File: config.mk
export PLATFORM = sky130hd
export DESIGN_NAME = branch_predictor
export DESIGN_NICKNAME = d
export VERILOG_FILES = /design/src/rtl/branch_predictor_pkg.sv /design/src/rtl/branch_predictor_sat_counter.sv /design/src/rtl/branch_predictor.sv
export SDC_FILE = /design/constraint.sdc
export NUM_CORES = 2
export LEC_CHECK = 0
export BUFFER_PORTS_ARGS = -buffer_cell sky130_fd_sc_hd__buf_2
export CAP_MARGIN = 20
export CORE_MARGIN = 1.5
export CORE_UTILIZATION = 57
export DETAILED_ROUTE_END_ITERATION = 8
export PLACE_DENSITY_LB_ADDON = 0.08
export REMOVE_ABC_BUFFERS = 1
export SYNTH_ARGS = -nofsm -noshare
export SYNTH_HDL_FRONTEND = slang
export SYNTH_SLANG_ARGS = --single-unit
export TNS_END_PERCENT = 5
File: constraint.sdc
create_clock -name i_clk -period 6.1 [get_ports i_clk]
set_input_delay 0.61 -clock i_clk [delete_from_list [all_inputs] [get_ports i_clk]]
set_output_delay 0.61 -clock i_clk [all_outputs]
set_load 0.005 [all_outputs]
File: src/rtl/branch_predictor_pkg.sv
// Shared constants and helpers for the BTB branch predictor.
// Counter helpers return the weak/saturated encodings for a given counter width.
package branch_predictor_pkg;

  localparam int ADDR_SIZE  = 32;
  localparam int INSTR_STEP = 4;

  typedef enum logic [1:0] {
    UPD_NONE  = 2'd0,
    UPD_TRAIN = 2'd1,
    UPD_JUMP  = 2'd2,
    UPD_ALLOC = 2'd3
  } upd_kind_e;

  function automatic int ctr_weak_taken(input int w);
    return 32'sd1 <<< (w - 32'sd1);
  endfunction

  function automatic int ctr_weak_not_taken(input int w);
    return (32'sd1 <<< (w - 32'sd1)) - 32'sd1;
  endfunction

  function automatic int ctr_max(input int w);
    return (32'sd1 <<< w) - 32'sd1;
  endfunction

endpackage

File: src/rtl/branch_predictor_sat_counter.sv
// Saturating up/down counter with synchronous load; load has priority and
// simultaneous inc/dec holds the value.
module sat_counter #(
  parameter int           W       = 2,
  parameter logic [W-1:0] RST_VAL = {W{1'b0}}
) (
  input  logic         i_clk,
  input  logic         i_rst,
  input  logic         i_inc,
  input  logic         i_dec,
  input  logic         i_load,
  input  logic [W-1:0] i_load_val,
  output logic [W-1:0] o_count
);

  localparam logic [W-1:0] MAX_VAL = {W{1'b1}};
  localparam logic [W-1:0] MIN_VAL = {W{1'b0}};

  logic [W-1:0] r_count;
  logic [W-1:0] w_next;

  // Next-count selection with saturation at both ends
  always_comb begin
    w_next = r_count;
    if (i_load) begin
      w_next = i_load_val;
    end else if (i_inc && !i_dec) begin
      w_next = (r_count == MAX_VAL) ? r_count : r_count + W'(1);
    end else if (i_dec && !i_inc) begin
      w_next = (r_count == MIN_VAL) ? r_count : r_count - W'(1);
    end else begin
      w_next = r_count;
    end
  end

  // Count register
  always_ff @(posedge i_clk or negedge i_rst) begin
    if (!i_rst) begin
      r_count <= RST_VAL;
    end else begin
      r_count <= w_next;
    end
  end

  assign o_count = r_count;

endmodule

File: src/rtl/branch_predictor.sv
// Direct-mapped branch target buffer with per-entry direction counters.
// Lookup is combinational from registered state; training lands at the next edge.
module branch_predictor
  import branch_predictor_pkg::*;
#(
  parameter int ADDR_W  = ADDR_SIZE,
  parameter int ENTRIES = 16,
  parameter int CTR_W   = 2,
  parameter int STAT_W  = 32
) (
  input  logic              i_clk,
  input  logic              i_rst,
  input  logic [ADDR_W-1:0] i_lookup_pc,
  output logic              o_pred_taken,
  output logic [ADDR_W-1:0] o_pred_target,
  input  logic              i_upd_valid,
  input  logic [ADDR_W-1:0] i_upd_pc,
  input  logic              i_upd_taken,
  input  logic [ADDR_W-1:0] i_upd_target,
  input  logic              i_upd_is_jump,
  input  logic              i_upd_mispredict,
  input  logic              i_flush_all,
  output logic [STAT_W-1:0] o_mispredict_cnt
);

  localparam int IDX_W = $clog2(ENTRIES);
  localparam int TAG_W = ADDR_W - IDX_W - 2;
  localparam logic [CTR_W-1:0] CTR_MAX = CTR_W'(ctr_max(CTR_W));
  localparam logic [CTR_W-1:0] CTR_WT  = CTR_W'(ctr_weak_taken(CTR_W));
  localparam logic [CTR_W-1:0] CTR_WNT = CTR_W'(ctr_weak_not_taken(CTR_W));

  logic [ENTRIES-1:0] r_valid;
  logic [ENTRIES-1:0] r_is_jump;
  logic [TAG_W-1:0]   r_tag    [ENTRIES];
  logic [ADDR_W-1:0]  r_target [ENTRIES];
  logic [CTR_W-1:0]   w_ctr    [ENTRIES];

  // Word addresses: the byte offset within an instruction never takes part
  logic [ADDR_W-3:0] w_lk_word;
  logic [ADDR_W-3:0] w_up_word;
  logic [IDX_W-1:0]  w_lk_idx;
  logic [IDX_W-1:0]  w_up_idx;
  logic [TAG_W-1:0]  w_lk_tag;
  logic [TAG_W-1:0]  w_up_tag;
  logic              w_lk_hit;
  logic              w_up_hit;
  logic              w_do_upd;
  upd_kind_e         w_kind;

  assign w_lk_word = (ADDR_W-2)'(i_lookup_pc >> 2'd2);
  assign w_up_word = (ADDR_W-2)'(i_upd_pc >> 2'd2);
  assign w_lk_idx  = w_lk_word[IDX_W-1:0];
  assign w_up_idx  = w_up_word[IDX_W-1:0];
  assign w_lk_tag  = w_lk_word[ADDR_W-3:IDX_W];
  assign w_up_tag  = w_up_word[ADDR_W-3:IDX_W];

  assign w_lk_hit = r_valid[w_lk_idx] && (r_tag[w_lk_idx] == w_lk_tag);
  assign w_up_hit = r_valid[w_up_idx] && (r_tag[w_up_idx] == w_up_tag);
  assign w_do_upd = i_upd_valid && !i_flush_all;

  assign o_pred_taken  = w_lk_hit && (r_is_jump[w_lk_idx] || w_ctr[w_lk_idx][CTR_W-1]);
  assign o_pred_target = o_pred_taken ? r_target[w_lk_idx]
                                      : i_lookup_pc + ADDR_W'(INSTR_STEP);

  // Classify the training request; gated on valid so idle X inputs stay inert
  always_comb begin
    w_kind = UPD_NONE;
    if (w_do_upd) begin
      if (w_up_hit) begin
        w_kind = i_upd_is_jump ? UPD_JUMP : UPD_TRAIN;
      end else if (i_upd_taken) begin
        w_kind = UPD_ALLOC;
      end else begin
        w_kind = UPD_NONE;
      end
    end else begin
      w_kind = UPD_NONE;
    end
  end

  for (genvar g = 0; g < ENTRIES; g++) begin : g_entry
    logic w_sel;
    assign w_sel = (w_kind != UPD_NONE) && (w_up_idx == IDX_W'(g));

    sat_counter #(
      .W       (CTR_W),
      .RST_VAL (CTR_WNT)
    ) u_dir_ctr (
      .i_clk      (i_clk),
      .i_rst      (i_rst),
      .i_inc      (w_sel && (w_kind == UPD_TRAIN) && i_upd_taken),
      .i_dec      (w_sel && (w_kind == UPD_TRAIN) && !i_upd_taken),
      .i_load     (w_sel && ((w_kind == UPD_JUMP) || (w_kind == UPD_ALLOC))),
      .i_load_val ((w_kind == UPD_JUMP || i_upd_is_jump) ? CTR_MAX : CTR_WT),
      .o_count    (w_ctr[g])
    );
  end

  // Entry valid/tag/target/kind storage; flush wins over a same-cycle update
  always_ff @(posedge i_clk or negedge i_rst) begin
    if (!i_rst) begin
      r_valid   <= {ENTRIES{1'b0}};
      r_is_jump <= {ENTRIES{1'b0}};
      for (int i = 0; i < ENTRIES; i++) begin
        r_tag[i]    <= {TAG_W{1'b0}};
        r_target[i] <= {ADDR_W{1'b0}};
      end
    end else if (i_flush_all) begin
      r_valid <= {ENTRIES{1'b0}};
    end else begin
      case (w_kind)
        UPD_ALLOC: begin
          r_valid[w_up_idx]   <= 1'b1;
          r_tag[w_up_idx]     <= w_up_tag;
          r_target[w_up_idx]  <= i_upd_target;
          r_is_jump[w_up_idx] <= i_upd_is_jump;
        end
        UPD_TRAIN: begin
          if (i_upd_taken) begin
            r_target[w_up_idx] <= i_upd_target;
          end
        end
        UPD_JUMP: begin
          r_target[w_up_idx] <= i_upd_target;
        end
        default: begin
          r_valid <= r_valid;
        end
      endcase
    end
  end

  sat_counter #(
    .W       (STAT_W),
    .RST_VAL ({STAT_W{1'b0}})
  ) u_mispredict_ctr (
    .i_clk      (i_clk),
    .i_rst      (i_rst),
    .i_inc      (i_upd_valid && i_upd_mispredict),
    .i_dec      (1'b0),
    .i_load     (1'b0),
    .i_load_val ({STAT_W{1'b0}}),
    .o_count    (o_mispredict_cnt)
  );

endmodule

==> impl_metrics.toml <==
[critical_path]
rrSetupSlack_ns = 1.57
critPathArrivalTime_ns = 4.49
worstPathRequired_ns = 5.49
r2r_end = "r_tag[301]$_DFFE_PN0P_"
critPathMaxFanout = 25
r2r-start = "r_tag[4]$_DFFE_PN0P_"
cp_slowest_cell = "mux4_2"
crit_chain = "buf_8 -> buf_4 -> mux4_2 -> mux4_2 -> xnor2_1 -> nand4_1 -> nor3_1 -> nand4_1 -> buf_4 -> mux2_2 -> a211oi_1 -> a21oi_1 -> buf_2"
crit_path_end_kind = "primary output"
crit_family = "multiplexers"
critical_path_class = "in -> out"
cp-start-kind = "primary input"
reg2reg_depth = 11
path_buf_inv = 4
max_stage_delay_ns = 0.57

[worst_hold_path]
min_path_cells = 2
worstHoldStart = "i_flush_all"
hold_end = "r_valid[1]$_DFFE_PN0P_"
worstHoldPathType = "in -> reg"

[power_and_ir_drop]
ir_drop_uv = 263.3
powerDensity_nw_per_um2 = 304.2
power_leakage_nw = 26.31

[grt]
antenna_found_initial = 19
grt_pass1_vias = 34831
grt_max_degree = 184
grt_pass1_wl_um = 222500
grt_remaining_overflow = 0
grt.total_usage = 0.3200

[synth]
synth_edf_count = 0
syn_area_um2 = 51840
netlist_instances = 3529
synthFlopType = "dfrtp_1"
ys.warnings.count = 0
synthDistinctLibCells = 72
ys_seq_area_frac = 0.4947
synth-async-reset-ratio = 1.000
synth-seq-cells = 1024
avgSynthCellArea_um2 = 14.69

[floorplan]
rows = 110
die_height_um = 304.6
ios = 168
start_util = 0.5759
die_w_um = 304.6
die_area_um2 = 92760
core-area_um2 = 90010

[timing]
finalCriticalPeriod_ns = 5.098
setup_viol = 0
skew_ns = 0.03000
clock.fmax_ghz = 0.1962
hold_violations = 0
slew-limit-headroom = 0.2259
slew_viol_final = 0
fin_tns_setup_ns = 0
worstMarginPinSlew_ns = 1.158
period_share = 0.8357
whs_ns = 0.2268
rsz0062_at_grt = "no"

[cells_and_area]
drive_above_1_share = 0.4973
syn_to_final_growth_pct = 11.54
layout.nets = 3718
final_area_um2 = 57820

[routing]
drt_wl_total_um = 146300
dr.pass1.iters = 6
ant_nets = 0
wl_per_cell_um = 29.94
via_count = 32953
drc = 0
drt_iter0_markers = 3449
avgViaCountPerCell = 6.744

[cts]
clk_pin_slew_ns = 0.06
postCtsSetupBuffers = 0
root_buffer = "clkbuf_16"
numCtsBuffers = 108
insertion_delay_ns = 0.72
numClockSinks = 1024
cts_resized = 0
cts_max_level = 3
cts_tree = "yes"
ctsLongestPathBuffers = 3

[place]
hpwl_um = 89510
io_buffers = 165
postPlaceCellArea_um2 = 54140
gp_congestion = 0.8980

[run]
max_cap_viol_count = 0

[run_status]
status = "completed"
-- area by class of cell --
| cell class | count | area (um^2) |
|---|---|---|
| Timing Repair Buffer | 283 | 2018 |
| Sequential cell | 1024 | 25640 |
| Clock buffer | 158 | 3110 |
| Fill cell | 6591 | 32200 |
| Inverter | 39 | 146.4 |
| Multi-Input combinational cell | 2157 | 24870 |
| Clock inverter | 43 | 538.0 |
| Tap cell | 1176 | 1471 |
| Antenna cell | 6 | 15.01 |
-- layer usage --
layer,global-route usage,vias up,share of wire
met5,0,-,0.00077
met1,0.4524,17740,0.42
met3,0.07086,297,0.081
met2,0.4937,1367,0.47
met4,0.1098,18,0.033
li1,-,13531,-
-- synth_stat cells (5+ instances only) --
cell       count  area [um^2]
or2_2          6        37.54
nand2b_1       6        37.54
a222oi_1       8        80.08
a2111oi_0      5        43.79
xor2_1        24        210.2
buf_4          7        52.55
dfrtp_1     1008        25220
and3_1        14        87.58
a221oi_1      13        113.9
nand4_1       28        175.2
a41oi_1        7        61.31
buf_2         95        475.5
nor2_1        90        337.8
nand3_1       39        195.2
inv_1         38        142.6
nor4_1         8        50.05
nand2_1       85        319.1
or4_1          5        37.54
nor2b_1       10        62.56
a21oi_1       25        125.1
mux2i_1       94        940.9
buf_1         50        187.7
nor3_1        26        130.1
xnor2_1      103        902.1
a21o_1        18        135.1
a22oi_1       14        105.1
o22ai_1        8        50.05
a31oi_1        9        56.30
and2_1         5        31.28
mux4_2       362         8153
mux2_2       971        10930
a22o_1        10        87.58
o32ai_1        6        52.55
mux2_1         7        78.83
o41ai_1        8        70.07
clkbuf_1     155        581.8
or3_1          9        56.30
o31ai_1       15        112.6
o211ai_1       7        52.55
a211oi_1       5        37.54
o21ai_0       57        285.3
dfstp_2       16        420.4
-- logic make-up after synthesis --
logic type | share of synthesized area
multiplexers | 0.3879
flip-flops | 0.4947
AND/OR/NAND/NOR | 0.03493
buffers and inverters | 0.02829
AO/OA/AOI/OAI | 0.03222
XOR/XNOR | 0.02146
adder cells (fa/ha/maj) | 0.0004827
-- how the worst max path moves through the flow --
stage	slack (ns)	depth (start not counted)	endpoint	start
after global routing	0.85	13	o_pred_target[5]	i_lookup_pc[2]
after global placement	0.57	12	r_is_jump[4]$_DFFE_PN0P_	i_upd_pc[3]
after CTS	1.05	12	o_pred_target[23]	i_lookup_pc[2]
after floorplan	0.78	9	r_is_jump[15]$_DFFE_PN0P_	i_upd_pc[3]
after detailed placement	0.55	12	r_tag[305]$_DFFE_PN0P_	i_upd_pc[3]
final	1.00	13	o_pred_target[5]	i_lookup_pc[2]
-- cells in the final DEF (no fill, tap or decap), types with 18 or more instances in the layout --
cell,netlist,layout
buf_4,7,99
clkinv_2,0,23
clkbuf_8,0,22
xnor2_1,103,103
inv_1,38,38
nand2_1,85,79
o21ai_0,57,57
clkbuf_1,155,28
a21o_1,18,18
nand3_1,39,36
a21oi_1,25,25
nor2_1,90,81
nand4_1,28,28
dfrtp_1,1008,1008
buf_2,95,157
nor3_1,26,26
clkbuf_16,0,108
mux2i_1,94,94
mux4_2,362,362
mux2_2,971,971
xor2_1,24,24
buf_12,0,20
-- flip-flops by register name, indices dropped and copies added, names as in the netlist --
name and count:
u_mispredict_ctr.o_count 32, g_entry.u_dir_ctr.o_count 32, r_valid 16, r_is_jump 16, r_target 512, r_tag 416
-- stage by stage --
step,worst slack [ns],cells,total power [W],util
floorplan,0.7811,3220,0.009865,-
global placement,0.5738,4678,0.01077,0.6015
detailed placement,0.5536,4678,0.01098,0.6015
CTS,1.046,4880,0.01770,0.6421
global route,0.8457,4882,0.01828,0.6422
finish,1.002,4886,0.01759,0.6423
-- repair_timing --
item	in CTS	in global routing
endpoints found under the setup margin	0	0
hold endpoints to repair	64	0
hold buffers	1	0
-- power by group --
group,internal [W],switching [W],leakage [nW]
sequential,0.00767,0.000550,13.5
combinational,0.00150,0.00117,11.0
clock,0.00389,0.00281,1.79
Note: power is estimated with default switching activity, not from simulation.
